$ cat config.mk
export PLATFORM = sky130hd
export DESIGN_NAME = ll_outport_flat
export DESIGN_NICKNAME = d
export VERILOG_FILES = /design/src/rtl/ll_pkg.sv /design/src/rtl/ll_outport_if.sv /design/src/rtl/ll_pktcnt.sv /design/src/rtl/ll_outport.sv /design/src/flat_wrapper.sv
export SDC_FILE = /design/constraint.sdc
export NUM_CORES = 1
export LEC_CHECK = 0
export ABC_AREA = 1
export ABC_CLOCK_PERIOD_IN_PS = 1800
export CAP_MARGIN = 20
export CORE_AREA = 2 2 94 96
export DETAILED_ROUTE_END_ITERATION = 16
export DIE_AREA = 0 0 96 98
export GPL_TIMING_DRIVEN = 0
export PLACE_DENSITY = 0.57
export REMOVE_ABC_BUFFERS = 1
export SLEW_MARGIN = 30
export SYNTH_ARGS = -nofsm -noshare
export SYNTH_HDL_FRONTEND = slang
export SYNTH_HIERARCHICAL = 1
export SYNTH_SLANG_ARGS = --single-unit
$ cat constraint.sdc
create_clock -name clk -period 1.8 [get_ports clk]
set_input_delay 0.27 -clock clk [delete_from_list [all_inputs] [get_ports clk]]
set_output_delay 0.27 -clock clk [all_outputs]
set_load 0.02 [all_outputs]
$ cat src/rtl/ll_pkg.sv
// rtl/ll_pkg.sv - shared FSM state type and link-field constants for ll_outport
package ll_pkg;

  localparam int LL_LPSZ = 8;
  // Stop bit sits directly above the page number in the default link field.
  localparam int LL_STOP_IDX = LL_LPSZ;

  typedef enum logic [2:0] {
    ST_IDLE,
    ST_RD,
    ST_RSP,
    ST_OUT,
    ST_FREE
  } ll_state_e;

  function automatic int ll_stop_idx(input int lpdsz);
    return lpdsz - 1;
  endfunction

endpackage

$ cat src/rtl/ll_outport_if.sv
// rtl/ll_outport_if.sv - handshake bundle between ll_outport and its queue, link manager, sink and free list
interface ll_outport_if import ll_pkg::*; #(
  parameter int lpsz  = LL_LPSZ,
  parameter int lpdsz = lpsz + 1
);

  logic             ip_srdy;
  logic             ip_drdy;
  logic [lpsz-1:0]  ip_page;
  logic             rlp_srdy;
  logic             rlp_drdy;
  logic [lpsz-1:0]  rlp_page;
  logic             rlpr_srdy;
  logic             rlpr_drdy;
  logic [lpdsz-1:0] rlpr_data;
  logic             op_srdy;
  logic             op_drdy;
  logic [lpsz-1:0]  op_page;
  logic             op_eop;
  logic             drf_srdy;
  logic             drf_drdy;
  logic [lpsz-1:0]  drf_page;
  logic             pkt_done;
  logic [15:0]      pkt_count;

  modport master (
    input  ip_srdy, ip_page, rlp_drdy, rlpr_srdy, rlpr_data, op_drdy, drf_drdy,
    output ip_drdy, rlp_srdy, rlp_page, rlpr_drdy, op_srdy, op_page, op_eop,
           drf_srdy, drf_page, pkt_done, pkt_count
  );

  modport slave (
    output ip_srdy, ip_page, rlp_drdy, rlpr_srdy, rlpr_data, op_drdy, drf_drdy,
    input  ip_drdy, rlp_srdy, rlp_page, rlpr_drdy, op_srdy, op_page, op_eop,
           drf_srdy, drf_page, pkt_done, pkt_count
  );

endinterface

$ cat src/rtl/ll_pktcnt.sv
// rtl/ll_pktcnt.sv - wrapping 16-bit completed-packet counter, present only with LL_OUTPORT_STATS_EN
`ifdef LL_OUTPORT_STATS_EN
module ll_pktcnt (
  input  logic        clk,
  input  logic        reset,
  input  logic        inc,
  output logic [15:0] count
);

  always_ff @(posedge clk) begin
    if (reset) begin
      count <= '0;
    end else if (inc) begin
      count <= count + 16'd1;
    end
  end

endmodule
`endif

$ cat src/rtl/ll_outport.sv
// rtl/ll_outport.sv - walks a linked list of pages: read link, emit page, free page; stats via LL_OUTPORT_STATS_EN
module ll_outport import ll_pkg::*; #(
  parameter int lpsz  = LL_LPSZ,
  parameter int lpdsz = lpsz + 1
) (
  input logic          clk,
  input logic          reset,
  ll_outport_if.master bus
);

  localparam int stop_idx = ll_stop_idx(lpdsz);

  ll_state_e       state;
  logic [lpsz-1:0] cur;
  logic [lpsz-1:0] nxt_page;
  logic            nxt_stop;

  logic            ip_drdy;
  logic            rlp_srdy;
  logic [lpsz-1:0] rlp_page;
  logic            rlpr_drdy;
  logic            op_srdy;
  logic [lpsz-1:0] op_page;
  logic            op_eop;
  logic            drf_srdy;
  logic [lpsz-1:0] drf_page;
  logic            pkt_done;

  // Handshake outputs are registered alongside the state so each is a clean flop.
  always_ff @(posedge clk) begin
    if (reset) begin
      state     <= ST_IDLE;
      cur       <= '0;
      nxt_page  <= '0;
      nxt_stop  <= 1'b0;
      ip_drdy   <= 1'b1;
      rlp_srdy  <= 1'b0;
      rlp_page  <= '0;
      rlpr_drdy <= 1'b0;
      op_srdy   <= 1'b0;
      op_page   <= '0;
      op_eop    <= 1'b0;
      drf_srdy  <= 1'b0;
      drf_page  <= '0;
      pkt_done  <= 1'b0;
    end else begin
      pkt_done <= 1'b0;
      case (state)
        ST_IDLE: begin
          if (bus.ip_srdy) begin
            cur      <= bus.ip_page;
            rlp_page <= bus.ip_page;
            ip_drdy  <= 1'b0;
            rlp_srdy <= 1'b1;
            state    <= ST_RD;
          end
        end
        ST_RD: begin
          if (bus.rlp_drdy) begin
            rlp_srdy  <= 1'b0;
            rlpr_drdy <= 1'b1;
            state     <= ST_RSP;
          end
        end
        ST_RSP: begin
          // Only the stop bit and page bits are kept; anything between is dropped.
          if (bus.rlpr_srdy) begin
            nxt_page  <= bus.rlpr_data[lpsz-1:0];
            nxt_stop  <= bus.rlpr_data[stop_idx];
            rlpr_drdy <= 1'b0;
            op_srdy   <= 1'b1;
            op_page   <= cur;
            op_eop    <= bus.rlpr_data[stop_idx];
            state     <= ST_OUT;
          end
        end
        ST_OUT: begin
          if (bus.op_drdy) begin
            op_srdy  <= 1'b0;
            op_eop   <= 1'b0;
            drf_srdy <= 1'b1;
            drf_page <= cur;
            state    <= ST_FREE;
          end
        end
        ST_FREE: begin
          if (bus.drf_drdy) begin
            drf_srdy <= 1'b0;
            if (nxt_stop) begin
              pkt_done <= 1'b1;
              ip_drdy  <= 1'b1;
              state    <= ST_IDLE;
            end else begin
              cur      <= nxt_page;
              rlp_page <= nxt_page;
              rlp_srdy <= 1'b1;
              state    <= ST_RD;
            end
          end
        end
        default: begin
          ip_drdy   <= 1'b1;
          rlp_srdy  <= 1'b0;
          rlpr_drdy <= 1'b0;
          op_srdy   <= 1'b0;
          drf_srdy  <= 1'b0;
          state     <= ST_IDLE;
        end
      endcase
    end
  end

  assign bus.ip_drdy   = ip_drdy;
  assign bus.rlp_srdy  = rlp_srdy;
  assign bus.rlp_page  = rlp_page;
  assign bus.rlpr_drdy = rlpr_drdy;
  assign bus.op_srdy   = op_srdy;
  assign bus.op_page   = op_page;
  assign bus.op_eop    = op_eop;
  assign bus.drf_srdy  = drf_srdy;
  assign bus.drf_page  = drf_page;
  assign bus.pkt_done  = pkt_done;

`ifdef LL_OUTPORT_STATS_EN
  logic [15:0] pkt_count;

  ll_pktcnt u_pktcnt (
    .clk   (clk),
    .reset (reset),
    .inc   (pkt_done),
    .count (pkt_count)
  );

  assign bus.pkt_count = pkt_count;
`else
  assign bus.pkt_count = 16'd0;
`endif

endmodule

$ cat src/flat_wrapper.sv
// flat-port wrapper written by rule: the top's interface ports become plain ports
module ll_outport_flat import ll_pkg::*;
#(
  parameter int lpsz  = LL_LPSZ,
  parameter int lpdsz = lpsz + 1
)
  (clk, reset, bus_ip_srdy, bus_ip_page, bus_rlp_drdy, bus_rlpr_srdy, bus_rlpr_data, bus_op_drdy, bus_drf_drdy, bus_ip_drdy, bus_rlp_srdy, bus_rlp_page, bus_rlpr_drdy, bus_op_srdy, bus_op_page, bus_op_eop, bus_drf_srdy, bus_drf_page, bus_pkt_done, bus_pkt_count);
  ll_outport_if #(.lpsz(lpsz), .lpdsz(lpdsz)) bus_i ();
  input logic clk;
  input logic reset;
  input wire logic [$bits(bus_i.ip_srdy)-1:0] bus_ip_srdy;
  input wire logic [$bits(bus_i.ip_page)-1:0] bus_ip_page;
  input wire logic [$bits(bus_i.rlp_drdy)-1:0] bus_rlp_drdy;
  input wire logic [$bits(bus_i.rlpr_srdy)-1:0] bus_rlpr_srdy;
  input wire logic [$bits(bus_i.rlpr_data)-1:0] bus_rlpr_data;
  input wire logic [$bits(bus_i.op_drdy)-1:0] bus_op_drdy;
  input wire logic [$bits(bus_i.drf_drdy)-1:0] bus_drf_drdy;
  output wire logic [$bits(bus_i.ip_drdy)-1:0] bus_ip_drdy;
  output wire logic [$bits(bus_i.rlp_srdy)-1:0] bus_rlp_srdy;
  output wire logic [$bits(bus_i.rlp_page)-1:0] bus_rlp_page;
  output wire logic [$bits(bus_i.rlpr_drdy)-1:0] bus_rlpr_drdy;
  output wire logic [$bits(bus_i.op_srdy)-1:0] bus_op_srdy;
  output wire logic [$bits(bus_i.op_page)-1:0] bus_op_page;
  output wire logic [$bits(bus_i.op_eop)-1:0] bus_op_eop;
  output wire logic [$bits(bus_i.drf_srdy)-1:0] bus_drf_srdy;
  output wire logic [$bits(bus_i.drf_page)-1:0] bus_drf_page;
  output wire logic [$bits(bus_i.pkt_done)-1:0] bus_pkt_done;
  output wire logic [$bits(bus_i.pkt_count)-1:0] bus_pkt_count;
  assign bus_i.ip_srdy = bus_ip_srdy;
  assign bus_i.ip_page = bus_ip_page;
  assign bus_i.rlp_drdy = bus_rlp_drdy;
  assign bus_i.rlpr_srdy = bus_rlpr_srdy;
  assign bus_i.rlpr_data = bus_rlpr_data;
  assign bus_i.op_drdy = bus_op_drdy;
  assign bus_i.drf_drdy = bus_drf_drdy;
  assign bus_ip_drdy = bus_i.ip_drdy;
  assign bus_rlp_srdy = bus_i.rlp_srdy;
  assign bus_rlp_page = bus_i.rlp_page;
  assign bus_rlpr_drdy = bus_i.rlpr_drdy;
  assign bus_op_srdy = bus_i.op_srdy;
  assign bus_op_page = bus_i.op_page;
  assign bus_op_eop = bus_i.op_eop;
  assign bus_drf_srdy = bus_i.drf_srdy;
  assign bus_drf_page = bus_i.drf_page;
  assign bus_pkt_done = bus_i.pkt_done;
  assign bus_pkt_count = bus_i.pkt_count;
  ll_outport #(.lpsz(lpsz), .lpdsz(lpdsz)) u_core (.clk(clk), .reset(reset), .bus(bus_i));
endmodule
==> results by group <==
Outcome
  • Outcome: finished clean

Placement
  • Gpl congestion: 0.797
  • Port Buffers: 54
  • Placed Cells: 414
  • DP HPWL: 3430 microns

STA
  • Fin. Hold Viols: 0
  • Slew headroom: 50.4%
  • Clock skew: 5.01 ps
  • Tcrit/Tclk final: 91.4%
  • # setup viols final: 0
  • Min cycle time layout: 1650 ps
  • Setup TNS: 0 ps
  • Fin. max-slew vios: 0
  • Least-Margin Pin Slew: 745 ps
  • RSZ-0062 raised after global routing: false
  • Fmax: 0.608 GHz

Synthesis
  • Cell variety after synth: 27
  • Post-synthesis register bit count: 43
  • Synth cell count leaders: 51 x nand2_1, 43 x dfxtp_1, 31 x a21oi_1
  • EDFF count, synth: 0
  • Register area share after synthesis: 42.3%
  • Ys Warns: 6
  • Most frequent cell after synthesis: nand2_1
  • Top_reg_cell synth: dfxtp_1
  • Avg Inst Size Synth: 7.62 sq um
  • Yosys top cell area share: 42.3%
  • Syn Std Cell Area: 2030 sq um
  • FFs w/ async S/R, synth: 0%
  • Top cells by area, synth: dfxtp_1 42%, nand2_1 9.4%, a21oi_1 7.6%
  • Area leader, netlist: dfxtp_1
  • Synth Instances: 267

Floorplan
  • Core area: 8470 sq um
  • Height of the chip: 98 microns
  • Die ar.: 9410 sq um
  • IO Pins: 71
  • Die W: 96 microns
  • Starting density of the core: 24.0%
  • FP Rows: 34

Global routing
  • First-pass GRT wire length: 8190 microns
  • GRT Overall Usage: 11.4%
  • Vias in the first global route: 1619
  • Antenna violations before repair: 0
  • GRT overflow: 0
  • Largest net degree at the start of global routing: 20

Critical path
  • Startpoint Class: register
  • Worst EP arrival: 1840 ps
  • Crit end category: register
  • Critical Path RT: 1990 ps
  • Worst Setup Path Type: reg2reg
  • Crit-path max FO: 16

Min path
  • Hold WC Path Type: reg2reg

Clock network
  • Maximum clock insertion buffer count: 2
  • Htree depth: 2
  • CTS root buf: clkbuf_8
  • TritonCTS clock tree: built
  • Clk_lat worst skew: 290 ps
  • TritonCTS Sinks: 43
  • CTS buffer count: 5
  • Clock-pin slew on the worst setup and hold paths: 90 ps

Layout
  • Layout Area Growth over Synthesis: 32.3%
  • ANT cells: 0
  • Layout cells sized above 1: 11.6%
  • Post-layout util: 31.8%
  • Non-Filler Instances: 426
  • Final nets: 341

Route
  • DR iter-0 viols: 41
  • ANT nets after route: 0
  • Detailed-route DRC error count: 0
  • Via count: 1777
  • Routed vias/inst: 4.17
  • Drt first pass iters: 4
  • Drt total wl: 5230 microns
  • Wire per inst: 12.3 microns

Flow run
  • MaxCap Viol Count: 0

Power
  • VDD IR-drop max: 0.414 mV
  • Final total power: 3.38 mW
  • PD cells: 1260 nW/um^2
  • Static Leak: 1.09 nW
-- where the power goes --
part           total (mW)  switching [mW]  internal [mW]
logic                1.30           0.765          0.532
registers            1.30           0.164           1.14
clock network       0.788           0.338          0.449
-- state kept, by name (all words and copies together), names as in the netlist, 3 cells and up --
| name | cells |
|---|---|
| u_core/bus.op_page | 8 |
| u_core/state | 3 |
| u_core/bus.drf_page | 8 |
| u_core/nxt_page | 8 |
| u_core/bus.rlp_page | 8 |
-- logic make-up after synthesis --
family | Yosys count | share of synthesized area [%]
AO/OA/AOI/OAI | 60 | 14.9
AND/OR/NAND/NOR | 104 | 25.8
flip-flops | 43 | 42.3
other | 1 | 0.184
buffers and inverters | 59 | 16.9
-- placed cells by master (no fill, tap or decap), drive strengths merged, types with 2 or more instances in the layout --
| cell type | count |
|---|---|
| clkinvlp | 2 |
| buf | 3 |
| inv | 28 |
| nand3 | 16 |
| a21oi | 31 |
| clkdlybuf4s50 | 53 |
| nand2 | 53 |
| nand3b | 2 |
| clkbuf | 6 |
| dfxtp | 43 |
| nor2 | 29 |
| conb | 16 |
| o21ai | 28 |
-- critical path, cell delays in order (launching register included) --
cell and delay (ps):
dfxtp_1 690, inv_2 110, nand3_2 130, nand4_4 320
nor2_1 230, nor2_2 50
-- worst paths after layout --
check | startpoint | endpoint | slack, ps | cells after the start
setup / recovery | u_core/state[2] | u_core/bus.rlp_page[7] | 150 | 5
hold / removal | u_core/nxt_page[5] | u_core/nxt_page[5] | 450 | 2
setup reg to reg | u_core/state[2] | u_core/bus.rlp_page[7] | 150 | 5
hold reg to reg | u_core/nxt_page[5] | u_core/nxt_page[5] | 450 | 2
-- repair_timing --
action / 4_1_cts / 5_1_grt
endpoints found under the setup margin: 41 / 2
setup buffers: 3 / 0
hold buffers: 0 / 0
gates cloned: 1 / 0
pin swaps: 1 / 0
gates resized for setup: 6 / 1
hold endpoints to repair: 0 / 0
-- per-layer routing --
metal  global-route usage [%]  vias up  wire [microns]
met5                        0        -               0
met4                     3.74        0              59
met3                     3.16        7             382
met2                     18.3       68            2500
met1                     14.7      783            2280
li1                         -      919               -
-- final cells by class --
| type | count | area, sq um |
|---|---|---|
| clock inverter | 2 | 35.0 |
| multi-input combinational | 180 | 895 |
| clock buffer | 6 | 82.6 |
| tap | 108 | 135 |
| timing repair buffer | 57 | 562 |
| inverter | 29 | 113 |
| sequential | 43 | 863 |
| fill | 925 | 5770 |
| timing repair inverter | 1 | 7.51 |
-- stage by stage --
step | hold slack, ps | cell area [sq um] | setup slack (ps)
floorplan | 339 | 1860 | 306
global placement | 440 | 2530 | -472
detailed placement | 446 | 2530 | -553
CTS | 456 | 2690 | 111
global route | 478 | 2690 | 9.18
finish | 453 | 2690 | 154
No activity file was read; power rests on OpenSTA's default activity.
